--- config.mk ---
export PLATFORM = sky130hd
export DESIGN_NAME = sram_fifo_prefetch
export DESIGN_NICKNAME = d
export VERILOG_FILES = /design/src/rtl/sram_fifo_prefetch.sv
export SDC_FILE = /design/constraint.sdc
export NUM_CORES = 1
export LEC_CHECK = 0
export ABC_AREA = 1
export CAP_MARGIN = 20
export CORE_ASPECT_RATIO = 1.1
export CORE_UTILIZATION = 64
export CTS_CLUSTER_DIAMETER = 30
export DETAILED_ROUTE_END_ITERATION = 8
export DONT_BUFFER_PORTS = 1
export MAX_ROUTING_LAYER = met4
export PLACE_DENSITY = 0.77
export SETUP_SLACK_MARGIN = 0.4
export SLEW_MARGIN = 40
export SYNTH_ARGS = -nofsm -noshare
export SYNTH_HDL_FRONTEND = slang
export SYNTH_SLANG_ARGS = --single-unit
--- constraint.sdc ---
create_clock -name clk -period 4.75 [get_ports clk]
set_input_delay 0.7125 -clock clk [delete_from_list [all_inputs] [get_ports clk]]
set_output_delay 0.7125 -clock clk [all_outputs]
set_load 0.01 [all_outputs]
--- src/rtl/sram_fifo_prefetch.sv ---
// SRAM-backed FIFO with a 2-entry prefetch output stage (first-word-fall-through).
// Ports: clk/rst, flush_i, s_* write handshake, m_* read handshake, count_o, almost_full_o/almost_empty_o.
module sram_fifo_prefetch #(
  parameter int DEPTH_LG2  = 4,
  parameter int DATA_WIDTH = 32,
  parameter int AF_THRESH  = 14,
  parameter int AE_THRESH  = 2
) (
  input  logic                  clk,
  input  logic                  rst,
  input  logic                  flush_i,
  input  logic                  s_valid_i,
  output logic                  s_ready_o,
  input  logic [DATA_WIDTH-1:0] s_data_i,
  output logic                  m_valid_o,
  input  logic                  m_ready_i,
  output logic [DATA_WIDTH-1:0] m_data_o,
  output logic [DEPTH_LG2+1:0]  count_o,
  output logic                  almost_full_o,
  output logic                  almost_empty_o
);

  localparam int AW  = DEPTH_LG2;
  localparam int PW  = DEPTH_LG2 + 1;
  localparam int CW  = DEPTH_LG2 + 2;
  localparam int D   = 1 << DEPTH_LG2;
  localparam int CAP = D + 2;

  typedef logic [PW-1:0]         ptr_t;
  typedef logic [CW-1:0]         cnt_t;
  typedef logic [DATA_WIDTH-1:0] data_t;

  data_t mem [D];

  ptr_t  wr_q, wr_d, rd_q, rd_d, occ, occ_d;
  cnt_t  cnt_q, cnt_d;
  logic  rdy_q, rdy_d;
  logic  v0_q, v0_d, v1_q, v1_d;
  data_t h0_q, h0_d, h1_q, h1_d;
  logic  af_q, af_d, ae_q, ae_d;
  logic  push, pop, issue;
  data_t rdata;

  assign occ   = wr_q - rd_q;
  assign push  = s_valid_i & rdy_q;
  assign pop   = v0_q & m_ready_i;
  // Refill whenever the stage would hold < 2 words after this cycle's pop.
  assign issue = (occ != '0) & (~v1_q | pop);
  assign rdata = mem[rd_q[AW-1:0]];

  always_comb begin
    wr_d  = wr_q;
    rd_d  = rd_q;
    occ_d = occ;
    rdy_d = rdy_q;
    cnt_d = cnt_q;
    v0_d  = v0_q;
    v1_d  = v1_q;
    h0_d  = h0_q;
    h1_d  = h1_q;
    if (flush_i) begin
      wr_d  = '0;
      rd_d  = '0;
      rdy_d = 1'b1;
      cnt_d = '0;
      v0_d  = 1'b0;
      v1_d  = 1'b0;
    end else begin
      wr_d  = wr_q + PW'(push);
      rd_d  = rd_q + PW'(issue);
      occ_d = wr_d - rd_d;
      rdy_d = occ_d < PW'(D);
      cnt_d = cnt_q + CW'(push) - CW'(pop);
      if (pop) begin
        v0_d = v1_q;
        v1_d = 1'b0;
        if (v1_q) h0_d = h1_q;
      end
      // SRAM read data lands in the first free slot after the shift.
      if (issue) begin
        if (!v0_d) begin
          h0_d = rdata;
          v0_d = 1'b1;
        end else begin
          h1_d = rdata;
          v1_d = 1'b1;
        end
      end
    end
    af_d = cnt_d >= CW'(AF_THRESH);
    ae_d = cnt_d <= CW'(AE_THRESH);
  end

  always_ff @(posedge clk) begin
    if (push && !flush_i && !rst) mem[wr_q[AW-1:0]] <= s_data_i;
  end

  always_ff @(posedge clk) begin
    if (rst) begin
      wr_q  <= '0;
      rd_q  <= '0;
      rdy_q <= 1'b1;
      cnt_q <= '0;
      v0_q  <= 1'b0;
      v1_q  <= 1'b0;
      h0_q  <= '0;
      h1_q  <= '0;
      af_q  <= 1'b0;
      ae_q  <= 1'b1;
    end else begin
      wr_q  <= wr_d;
      rd_q  <= rd_d;
      rdy_q <= rdy_d;
      cnt_q <= cnt_d;
      v0_q  <= v0_d;
      v1_q  <= v1_d;
      h0_q  <= h0_d;
      h1_q  <= h1_d;
      af_q  <= af_d;
      ae_q  <= ae_d;
    end
  end

  assign s_ready_o      = rdy_q;
  assign m_valid_o      = v0_q;
  assign m_data_o       = h0_q;
  assign count_o        = cnt_q;
  assign almost_full_o  = af_q;
  assign almost_empty_o = ae_q;

`ifndef SYNTHESIS
  a_cap : assert property (@(posedge clk) disable iff (rst)
    cnt_q <= CW'(CAP));
  a_hold : assert property (@(posedge clk) disable iff (rst)
    (v0_q && !m_ready_i && !flush_i) |=> v0_q);
`endif

endmodule

**Word level (Yosys, flattened, before mapping)**

Memories as Yosys holds them, arrays and structs flattened. A register that Yosys moved wholly into a read port is not among the register bits.
Cells that the tools add are included.

- Order comparisons: 3
- Equality and inequality tests: 0
- Shift-type cells: 0
- Reduce and logical (&&, ||, !) cells: 7
- Multiplexer cells: 14
- Multiply operators: 0
- Div/mod/pow operators: 0
- Add/subtract/negate cells: 6
- Bitwise logic cells: 6

Operators with widths:

| cell | count |
|---|---|
| $mux W32 | 4 |
| $add A5 B1 Y5 | 2 |
| $sub A5 B5 Y5 | 2 |
| $mux W1 | 8 |
| $add A6 B1 Y6 | 1 |
| $ge A6 B4 Y1 const B | 1 |
| $le A6 B2 Y1 const B | 1 |
| $mux W6 | 1 |
| $sub A6 B1 Y6 | 1 |
| $lt A5 B5 Y1 const B | 1 |
| $reduce_bool A5 Y1 | 1 |
| $mux W4 | 1 |
| $and A1 B1 Y1 | 3 |
| $reduce_and A3 Y1 | 1 |
| $logic_and A1 B1 Y1 | 2 |
| $logic_not A1 Y1 | 2 |
| $not A1 Y1 | 2 |
| $reduce_or A2 Y1 | 1 |
| $or A1 B1 Y1 | 1 |

- Memories kept: 1
- Bits in read-only memories: 0
- Latch bits: 0
- Flip-flop bits (word level): 85
- Memory bits (writable): 512
- Bits of input ports: 37

Memory list:

| name | words | bits a word | read ports | clocked after memory_dff | write ports | line | RTL |
|---|---|---|---|---|---|---|---|
| mem | 16 | 32 | 1 | 1 | 1 | 33 | `data_t mem [D];` |

**Logic depth before layout (Yosys ltp)**

- Depth in word-level cells: 6
- Mapped depth: 23
- Gate-level depth less buffers: 21

**Worst setup path after synthesis**

OpenSTA, ideal clock, no wires.

- Kind: register -> register
- From: reg rd_q[2]
- To: reg rdy_q (netlist: s_ready_o)
- Data arrival time: 3.158 ns
- Setup time: 0.123 ns
- Cell stages (with the launch flop): 22
- Setup slack: 1.469 ns
- Path buffers: 3
- Path through: dfxtp_1 > buf_4 > inv_1 > buf_1 > ha_1 > a21oi_2 > nand3_1 > nand2_1 > nand2_1 > nor2_2 > nor2_8 > buf_2 > ha_1 > ha_1 > inv_1 > ha_1 > o21ai_0 > nand2_1 > nand3_1 > nand2_1 > a21oi_1 > o21ai_0

- Cells in the longest elaborated chain, start to end: 6

Ends and longest elaborated chain:

| element | line | RTL |
|---|---|---|
| start, declared | 35 | `ptr_t wr_q, wr_d, rd_q, rd_d, occ, occ_d;` |
| start signal, assigned | 112 | `rd_q <= rd_d;` |
| $sub A5 B5 Y5 | 44 | `assign occ = wr_q - rd_q;` |
| $reduce_bool A5 Y1 | 48 | `assign issue = (occ != '0) & (~v1_q \| pop);` |
| $and A1 B1 Y1 | 48 |  |
| $add A5 B1 Y5 (*) | 70 | `rd_d = rd_q + PW'(issue);` |
| $sub A5 B5 Y5 (*) | 71 | `occ_d = wr_d - rd_d;` |
| $lt A5 B5 Y1 (*) | 72 | `rdy_d = occ_d < PW'(D);` |
| end signal, assigned | 113 | `rdy_q <= rdy_d;` |
| end, declared | 37 | `logic rdy_q, rdy_d;` |

Mark *: on every way between the ends. The rest lies on a longest branch, timed or not.
A chain may end at the register's enable or synchronous reset.

**Worst setup path after layout**

- From: reg rd_q[0]
- To: reg rdy_q (netlist: s_ready_o)

The elaborated chain is that of the path after synthesis.

==> impl_metrics.env <==
export IMPL_max_freq_mhz=310
export IMPL_syn_inst=2860
export IMPL_ios=79
export IMPL_final_instance_count_excl_fill=3525
export IMPL_grt_pass1_vias=19539
export IMPL_cellLeakagePower_nw=13.8
export IMPL_synth_fa_ha_area_share_pct=0.872
export IMPL_detail_route_vias_per_cell=5.56
export IMPL_dieArea_um2=42500
export IMPL_drive_gt1_share_pct=8.77
export IMPL_setup_violations=0
export IMPL_yosys_warnings=0
export IMPL_cp_cell_sequence="ha_1, inv_1, nand2_1, nand2_1, nand2_1, nand2_1, nor2_1, nand2_1, nor2_2, nor2_8, ha_1, ha_1, inv_1, ha_1, o21ai_0, nand2_1, nand3_1, nand2_1, a21oi_1, o21ai_0"
export IMPL_syn_area_per_cell_um2=9.34
export IMPL_area_growth_pct=16.8
export IMPL_ctsHoldBuffers=0
export IMPL_muxShareOfSynthArea_pct=0.712
export IMPL_outcome="finished, final reports clean"
export IMPL_worstPathMaxFanout=40
export IMPL_synth_xor_area_share_pct=0.262
export IMPL_min_path_type="in -> reg"
export IMPL_synth_distinct_cells=30
export IMPL_rrSetupSlack_ns=1.52
export IMPL_hold_path_end="m_data_o[2]$_SDFFE_PP0N_"
export IMPL_max_stage_delay_ns=0.68
export IMPL_drtIter0Drc=2035
export IMPL_rows=78
export IMPL_clock_latency_ns=0.66
export IMPL_regToRegStartpoint="rd_q[0]$_SDFF_PP0_"
export IMPL_clk_path_buf_depth=3
export IMPL_dp_cells=3315
export IMPL_drv_slew=0
export IMPL_cp_arrival_ns=3.76
export IMPL_ys_top_cells_by_area="edfxtp_1 (58%), nand2_1 (13%), inv_1 (7.5%), nand3_1 (6.9%), dfxtp_1 (6.4%)"
export IMPL_wl_mm=66.7
export IMPL_gp_congestion=0.855
export IMPL_first_pass_iters=8
export IMPL_antenna_left=0
export IMPL_die_height_um=216
export IMPL_powerDensity_nw_per_um2=578
export IMPL_htreeDepth=3
export IMPL_fin_util_pct=75.7
export IMPL_whs_ns=0.131
export IMPL_relSlewSlack_pct=39.2
export IMPL_vdd_ir_drop_max_mv=0.500
export IMPL_synth_compound_area_share_pct=1.51
export IMPL_finClkSkew_ns=0.0273
export IMPL_yosysTopAreaCell="edfxtp_1"
export IMPL_hold_path_depth=1
export IMPL_end_kind="flop"
export IMPL_grt_overflow=0
export IMPL_crit_type="reg -> reg"
export IMPL_synth_top_area_share_pct=57.6
export IMPL_cp_startpoint="rd_q[0]$_SDFF_PP0_"
export IMPL_routedWlPerCell_um=18.9
export IMPL_grt_max_degree=106
export IMPL_clock_sinks=597
export IMPL_clkSlewWorstSetupHoldPaths_ns=0.05
export IMPL_core_um2=41200
export IMPL_antenna_found_initial=0
export IMPL_setup_tns_ns=0
export IMPL_vias=19601
export IMPL_final_cell_mix="nand2_1 (950), inv_1 (530), edfxtp_1 (512)"
export IMPL_max_slew_worst_pin_slew_ns=0.910
export IMPL_syn_area_um2=26700
export IMPL_yosysSeqAreaShare_pct=63.9
export IMPL_r2r_cells=20
export IMPL_grt_pass1_wl_mm=103
export IMPL_drc=0
export IMPL_worst_path_max_delay_cell="dfxtp_4"
export IMPL_post_cts_resized=0
export IMPL_final_nets=2927
export IMPL_period_needed_ns=3.23
export IMPL_min_delay_start="rst"
export IMPL_cts_tree="yes"
export IMPL_die_w_um=197
export IMPL_ys_ff_latch=597
export IMPL_post_cts_buffers=0
export IMPL_synth_nets=2915
export IMPL_clockRootBuffer="clkbuf_16"
export IMPL_rsz0062_at_grt="no"
export IMPL_grt_use_total_pct=32.5
export IMPL_required_ns=5.28
export IMPL_maxCapViolCount=0
export IMPL_cts_made_buffers=111
export IMPL_synth_top_family_by_area="simple AND/OR/NAND/NOR gates"
export IMPL_initial_core_util_pct=64.8
export IMPL_n_antenna_cell=0
export IMPL_cpMostUsedCell="nand2_1"
export IMPL_finalCritPeriodShare_pct=67.9
export IMPL_post_dp_hpwl_mm=35.4
export IMPL_io_buffers=0
export IMPL_rr_endpoint="s_ready_o$_SDFF_PP1_"
export IMPL_start_kind="flop"
export IMPL_final_common_cell="nand2_1"
export IMPL_timing_hold_violations_final=0
export IMPL_synthSimpleGateAreaFrac_pct=22.7
cell usage after synthesis, drive strengths merged:
master / n
a21o: 1
a21oi: 72
a31oi: 1
buf: 111
clkbuf: 29
dfxtp: 85
edfxtp: 512
fa: 1
ha: 17
inv: 536
mux2i: 19
nand2: 951
nand3: 370
nand3b: 1
nand4: 20
nor2: 120
nor3: 1
o21ai: 5
xnor2: 5
xor2: 3
power breakdown:
part	switching, mW	leakage, nW	total [mW]	internal (mW)
Sequential	0.319	5.30	6.24	5.92
Clock	2.74	1.86	8.02	5.27
Combinational	2.66	6.68	3.77	1.11
per-stage QoR:
step / area, um^2 / setup WS [ns] / power (mW)
6_report: 31200 / 1.52 / 18.0
5_1_grt: 31200 / 1.32 / 18.8
4_1_cts: 31100 / 1.60 / 18.0
3_5_place_dp: 27200 / 1.61 / 9.95
3_3_place_gp: 27100 / 1.67 / 9.81
2_1_floorplan: 26700 / 1.47 / 9.14
kinds of logic (layout without fill, tap and decap cells):
kind of cell,count (synthesis),in the layout
simple gates,1463,1463
buf+inv,676,781
flops,597,597
compound gates,79,79
mux,19,19
fa+ha+maj,18,18
xor+xnor,8,8
worst max-delay path by stage:
stage / end / slack (ns) / cells after the start
after floorplan: s_ready_o$_SDFF_PP1_ / 1.47 / 21
after global placement: mem[7][28]$_DFFE_PP_ / 1.67 / 6
after detailed placement: mem[7][30]$_DFFE_PP_ / 1.61 / 6
after CTS: s_ready_o$_SDFF_PP1_ / 1.60 / 20
after global routing: s_ready_o$_SDFF_PP1_ / 1.32 / 20
final: s_ready_o$_SDFF_PP1_ / 1.52 / 20
area by class of cell:
cell class	count	area, um^2
flip-flops and latches	597	17100
fillers	2562	9990
multi-input cells	1587	7070
clock buffers	124	2930
inverters	536	2020
clock inverters	82	941
well taps	560	701
repair buffers	39	442
flip-flops by register name (all words and copies together), names as in the netlist:
register / flops
mem: 512
almost_full_o: 1
m_valid_o: 1
rd_q: 5
h1_q: 32
s_ready_o: 1
v1_q: 1
m_data_o: 32
count_o: 6
wr_q: 5
almost_empty_o: 1
critical path: cells and delay by family (launching register included):
| kind | cells | cell delay [ns] |
|---|---|---|
| adder cells (fa/ha/maj) | 4 | 1.02 |
| AND/OR/NAND/NOR | 11 | 0.96 |
| flip-flops | 1 | 0.68 |
| AO/OA/AOI/OAI | 3 | 0.32 |
| buffers and inverters | 2 | 0.11 |
layer usage:
metal  part of all wire, %  vias up  routed length, um  track usage, %
li1                      -     9100                  -               -
met1                    38     9205              25100            40.1
met2                    49     1098              32600            52.3
met3                   9.9      198               6630            5.68
met4                   3.6        0               2420            15.4
met5                     0        -                  0               -
No activity file was read; power rests on OpenSTA's default activity.
